$ cat config.mk
export PLATFORM = sky130hd
export DESIGN_NAME = branch_resolver
export DESIGN_NICKNAME = d
export VERILOG_FILES = /design/src/rtl/branch_pkg.sv /design/src/rtl/branch_resolver_pred_fifo.sv /design/src/rtl/branch_resolver.sv
export SDC_FILE = /design/constraint.sdc
export NUM_CORES = 1
export LEC_CHECK = 0
export CAP_MARGIN = 25
export CORE_ASPECT_RATIO = 1.4
export CORE_MARGIN = 8
export CORE_UTILIZATION = 61
export CTS_CLUSTER_SIZE = 30
export DETAILED_ROUTE_END_ITERATION = 10
export PLACE_DENSITY = 0.83
export SYNTH_ARGS = -nofsm -noshare
export SYNTH_HDL_FRONTEND = slang
export SYNTH_SLANG_ARGS = --single-unit
export TNS_END_PERCENT = 20
$ cat constraint.sdc
create_clock -name clk_i -period 7.4 [get_ports clk_i]
set_input_delay 1.48 -clock clk_i [delete_from_list [all_inputs] [get_ports clk_i]]
set_output_delay 1.48 -clock clk_i [all_outputs]
set_load 0.01 [all_outputs]
$ cat src/rtl/branch_pkg.sv
// Shared types and constants for the branch resolution slice.
// Queue entries hold PCs at PC_W bits; the resolver's ADDR_W must not exceed it.
package branch_pkg;

    localparam int PC_W  = 32;
    localparam int CNT_W = 16;

    localparam logic [CNT_W-1:0] CNT_MAX = '1;

    typedef struct packed {
        logic            taken;
        logic [PC_W-1:0] target;
        logic [PC_W-1:0] fallthru;
    } pred_entry_t;

    function automatic logic [CNT_W-1:0] sat_inc(input logic [CNT_W-1:0] v);
        return (v == CNT_MAX) ? v : v + 1'b1;
    endfunction

endpackage

$ cat src/rtl/branch_resolver_pred_fifo.sv
// In-order queue of predictions awaiting resolution.
// Clear wins over push and pop; the caller guarantees push/pop legality.
module pred_fifo
    import branch_pkg::*;
#(
    parameter int DEPTH = 4
) (
    input  logic        i_clk,
    input  logic        i_rst,
    input  logic        i_push,
    input  logic        i_pop,
    input  logic        i_clear,
    input  pred_entry_t i_data,
    output logic        o_full,
    output logic        o_empty,
    output pred_entry_t o_head
);

    localparam int PTR_W = $clog2(DEPTH);
    localparam int OCC_W = $clog2(DEPTH + 1);

    pred_entry_t       r_mem [DEPTH];
    logic [PTR_W-1:0]  r_wptr;
    logic [PTR_W-1:0]  r_rptr;
    logic [OCC_W-1:0]  r_count;

    logic w_wr;
    logic w_rd;

    assign w_wr = i_push && !i_clear;
    assign w_rd = i_pop && !i_clear;

    always_ff @(posedge i_clk) begin
        if (w_wr) begin
            r_mem[r_wptr] <= i_data;
        end
    end

    // DEPTH is a power of two, so pointers wrap by natural overflow.
    always_ff @(posedge i_clk or posedge i_rst) begin
        if (i_rst) begin
            r_wptr  <= '0;
            r_rptr  <= '0;
            r_count <= '0;
        end else if (i_clear) begin
            r_wptr  <= '0;
            r_rptr  <= '0;
            r_count <= '0;
        end else begin
            if (w_wr) begin
                r_wptr <= r_wptr + 1'b1;
            end
            if (w_rd) begin
                r_rptr <= r_rptr + 1'b1;
            end
            if (w_wr && !w_rd) begin
                r_count <= r_count + 1'b1;
            end else if (w_rd && !w_wr) begin
                r_count <= r_count - 1'b1;
            end
        end
    end

    assign o_full  = (r_count == OCC_W'(DEPTH));
    assign o_empty = (r_count == '0);
    assign o_head  = r_mem[r_rptr];

endmodule

$ cat src/rtl/branch_resolver.sv
// Matches EX-stage branch outcomes against queued ID-stage predictions,
// issuing predictor updates, mispredict flushes and redirect PCs.
module branch_resolver
    import branch_pkg::*;
#(
    parameter int DEPTH  = 4,
    parameter int ADDR_W = 32
) (
    input  logic              clk_i,
    input  logic              rst_i,
    input  logic              pred_valid_i,
    input  logic              pred_taken_i,
    input  logic [ADDR_W-1:0] pred_target_i,
    input  logic [ADDR_W-1:0] pred_fallthru_i,
    input  logic              resolve_valid_i,
    input  logic              resolve_taken_i,
    output logic              update_o,
    output logic              result_o,
    output logic              flush_o,
    output logic [ADDR_W-1:0] redirect_pc_o,
    output logic [CNT_W-1:0]  branch_cnt_o,
    output logic [CNT_W-1:0]  mispred_cnt_o,
    output logic              err_o
);

    logic              r_update;
    logic              r_result;
    logic              r_flush;
    logic [ADDR_W-1:0] r_redirect;
    logic [CNT_W-1:0]  r_branch_cnt;
    logic [CNT_W-1:0]  r_mispred_cnt;
    logic              r_err;

    logic        w_full;
    logic        w_empty;
    pred_entry_t w_head;
    pred_entry_t w_entry;
    logic        w_live;
    logic        w_res_acc;
    logic        w_mis;
    logic        w_push_try;
    logic        w_push_acc;
    logic        w_err;

    // Everything arriving during the flush cycle is wrong-path.
    assign w_live     = !r_flush;
    assign w_res_acc  = resolve_valid_i && w_live && !w_empty;
    assign w_mis      = w_res_acc && (w_head.taken != resolve_taken_i);
    assign w_push_try = pred_valid_i && w_live && !w_mis;
    assign w_push_acc = w_push_try && (!w_full || w_res_acc);
    assign w_err      = (w_push_try && w_full && !w_res_acc)
                     || (resolve_valid_i && w_live && w_empty);

    always_comb begin
        w_entry          = '0;
        w_entry.taken    = pred_taken_i;
        w_entry.target   = PC_W'(pred_target_i);
        w_entry.fallthru = PC_W'(pred_fallthru_i);
    end

    pred_fifo #(
        .DEPTH (DEPTH)
    ) u_fifo (
        .i_clk   (clk_i),
        .i_rst   (rst_i),
        .i_push  (w_push_acc),
        .i_pop   (w_res_acc),
        .i_clear (w_mis),
        .i_data  (w_entry),
        .o_full  (w_full),
        .o_empty (w_empty),
        .o_head  (w_head)
    );

    always_ff @(posedge clk_i or posedge rst_i) begin
        if (rst_i) begin
            r_update      <= 1'b0;
            r_result      <= 1'b0;
            r_flush       <= 1'b0;
            r_redirect    <= '0;
            r_branch_cnt  <= '0;
            r_mispred_cnt <= '0;
            r_err         <= 1'b0;
        end else begin
            r_update <= w_res_acc;
            r_result <= w_res_acc && resolve_taken_i;
            r_flush  <= w_mis;
            if (w_mis) begin
                r_redirect <= resolve_taken_i ? ADDR_W'(w_head.target)
                                              : ADDR_W'(w_head.fallthru);
                r_mispred_cnt <= sat_inc(r_mispred_cnt);
            end
            if (w_res_acc) begin
                r_branch_cnt <= sat_inc(r_branch_cnt);
            end
            if (w_err) begin
                r_err <= 1'b1;
            end
        end
    end

    assign update_o      = r_update;
    assign result_o      = r_result;
    assign flush_o       = r_flush;
    assign redirect_pc_o = r_redirect;
    assign branch_cnt_o  = r_branch_cnt;
    assign mispred_cnt_o = r_mispred_cnt;
    assign err_o         = r_err;

endmodule

==> impl_metrics.yaml <==
sta:
  fin_ws_ps: 3370
  setup_tns_ps: 0
  hold_viol_final: 0
  period_needed_ps: 4030
  timing.hold.ws_ps: 493
  slew_viol_final: 0
  fin_crit_sh_pct: 54.4
  skew_ps: 10.8
  relSlewSlack_pct: 22.7
  max_clock_freq_mhz: 248
  setup_viol: 0
  tightest_slew_ps: 1150
  rsz0062_at_grt: "false"
die:
  fp.dieH_um: 189
  start_util_pct: 61.7
  die_area_sq_mm: 0.0263
  die_w_um: 139
  boundaryPins: 138
  core_area_sq_mm: 0.0210
  rows: 63
finish:
  final_common_cell: "edfxtp_1"
  fin_cells: 1109
  nNetsFinal: 903
  diodes: 0
  fillers: 1165
  drive_gt1_share_pct: 16.5
  final_cell_mix: "edfxtp_1, clkdlybuf4s50_1, dfrtp_1, mux4_2, nand2_1"
  area_growth_pct: 20.7
setup_path:
  cp_cell_sequence: "buf_2 -> buf_4 -> nor2b_1 -> mux2_2 -> a211o_2 -> inv_4 -> nor4b_4 -> and2_4"
  start_kind: "input pin"
  arrival_ps: 4180
  critPathTopFamily: "simple AND/OR/NAND/NOR gates"
  path_class: "input pin to flip-flop"
  cp_data_required_time_ps: 7550
  critPathMaxFanout: 65
  crit_path_top_delay_cell: "and2_4"
  worstSetupEndpointType: "flip-flop"
  crit_buf_inv: 3
  slowest_delay_ps: 880
drt:
  drc: 0
  via_per_inst: 6.04
  dr.pass1.iters: 5
  via_count: 6695
  drt_iter0_drc: 506
  postRouteAntennaNets: 0
  routed_wl_um: 25900
  routedWlPerCell_um: 23.3
pwr:
  p_per_area_mw_per_mm2: 368
  p_seq_share_pct: 47.3
  p_sw_mw: 1.62
  power_frac_comb_pct: 24.5
  switching_share_pct: 28.1
  p_leak_nw: 5.53
  p_int_mw: 4.14
  ir_drop_v: 0.000276
  pwr-share-clk_pct: 28.2
clock_network:
  cts_sinks: 335
  clk_latency_ps: 540
  clockBufferDepth: 3
  cts_made_buffers: 30
  htreeDepth: 1
  cts_resized: 0
  ctsHoldBuffers: 0
  postCtsSetupBuffers: 0
  cts_tree: "yes"
  root_buffer: "clkbuf_16"
  path_clk_slew_ps: 60
synth:
  synth_seq_cells: 335
  synth_edf_count: 260
  synth_nets: 758
  avgSynthCellArea_sq_um: 19.1
  ys_seq_area_share_pct: 74.6
  ys.flop_type: "edfxtp_1"
  yosys_warnings: 0
  synth_cells: 680
  ys_types: 43
  mappedNetlistArea_sq_mm: 0.0130
  async_flop_share_pct: 22.4
global_routing:
  globalRouteTotalUtil_pct: 19.8
  grt_max_degree: 76
  grt_overflow: 0
  antenna_found_initial: 0
  grt_first_pass_wirelength_um: 40600
  grt_pass1_vias: 7349
placed_design:
  dp_slack_ps: 2800
  dpl.hpwl_um: 15300
  io_buffers: 137
  place_congestion: 0.808
  dp.cells: 1052
status:
  outcome: "finished clean"
run:
  maxCapViolations: 0
min_path:
  holdCritPathClass: "flip-flop to flip-flop"
[synth_stat cells, types with 3 or more instances]
library cell | instances | area share, %
a21oi_1 | 3 | 0.12
o21ai_1 | 32 | 1.2
and3_1 | 3 | 0.14
inv_1 | 6 | 0.17
xor2_1 | 17 | 1.1
buf_1 | 5 | 0.14
mux4_2 | 64 | 11
edfxtp_1 | 260 | 60
mux2_1 | 3 | 0.26
nand2_1 | 50 | 1.4
and2_1 | 6 | 0.29
nor3_2 | 4 | 0.31
dfrtp_1 | 75 | 14
mux2i_1 | 36 | 2.8
nor4_2 | 5 | 0.48
nor2_1 | 17 | 0.49
xnor2_1 | 15 | 1.0
nand4b_1 | 3 | 0.20
buf_2 | 9 | 0.35
nand4_1 | 6 | 0.29
ha_1 | 7 | 0.67
clkbuf_1 | 14 | 0.40
nand3_1 | 14 | 0.54
[worst paths after layout]
kind	from	endpoint	slack, ps	depth (start not counted)
setup / recovery	resolve_taken_i	u_fifo.r_mem[3][42]	3370	8
hold / removal	redirect_pc_o[24]	redirect_pc_o[24]	490	2
setup reg to reg	u_fifo.r_rptr[1]	u_fifo.r_mem[3][42]	3670	6
hold reg to reg	redirect_pc_o[24]	redirect_pc_o[24]	490	2
max in group asynchronous	rst_i	u_fifo.r_rptr[1]	5520	4
min in group asynchronous	rst_i	branch_cnt_o[13]	1260	3
[metrics by stage]
stage / power, mW / instance area [sq um] / util, %
6_report: 5.77 / 15700 / 74.4
5_1_grt: 6.01 / 15700 / 74.4
4_1_cts: 5.83 / 15600 / 74.3
3_5_place_dp: 4.18 / 14600 / 69.3
3_3_place_gp: 4.09 / 14600 / 69.3
2_1_floorplan: 3.61 / 13000 / -
[worst reg2reg max path, stage by stage, from the launching register on]
cell     delay (ps)
dfrtp_4        1060
mux2i_1         360
xor2_1          210
a211o_2         200
inv_4            80
nor4b_4         500
and2_4          880
[flip-flops by register name (all words and copies together), names as in the netlist, 2 cells and up]
signal and cells:
branch_cnt_o 16, mispred_cnt_o 16, redirect_pc_o 32, u_fifo.r_count 3
u_fifo.r_mem 260, u_fifo.r_rptr 2, u_fifo.r_wptr 2
[power by group through the flow]
stage | clock network, mW | logic, mW | registers, mW
3_3_place_gp | 0 | 1.36 | 2.72
5_1_grt | 1.71 | 1.53 | 2.77
3_5_place_dp | 0 | 1.42 | 2.77
6_report | 1.62 | 1.41 | 2.73
4_1_cts | 1.65 | 1.44 | 2.74
2_1_floorplan | 0 | 0.921 | 2.69
[layer usage]
metal  part of all wire, %  track usage [%]
met4                   2.9             7.03
met1                    38             23.7
met5                     0                0
met2                    53             35.2
met3                   5.8             3.82
[kinds of logic (layout without fill, tap and decap cells)]
| family | Yosys count | count (layout) | synth area share [%] |
|---|---|---|---|
| flip-flops | 335 | 335 | 74.6 |
| AND/OR/NAND/NOR | 122 | 122 | 5.05 |
| multiplexers | 105 | 105 | 14.3 |
| AO/OA/AOI/OAI | 40 | 40 | 1.74 |
| buffers and inverters | 38 | 207 | 1.29 |
| XOR/XNOR | 32 | 32 | 2.16 |
| adder cells (fa/ha/maj) | 8 | 8 | 0.829 |
[layout make-up]
cell class                      count  area (sq um)  area share, %
Timing Repair Buffer              143          1430           9.14
Tap cell                          260           325           2.08
Multi-Input combinational cell    307          3140           20.0
Sequential cell                   335          9690           61.9
Inverter                            8          33.8          0.216
Clock inverter                     13           176           1.13
Clock buffer                       43           871           5.56
(Power assumes the default switching activity.)
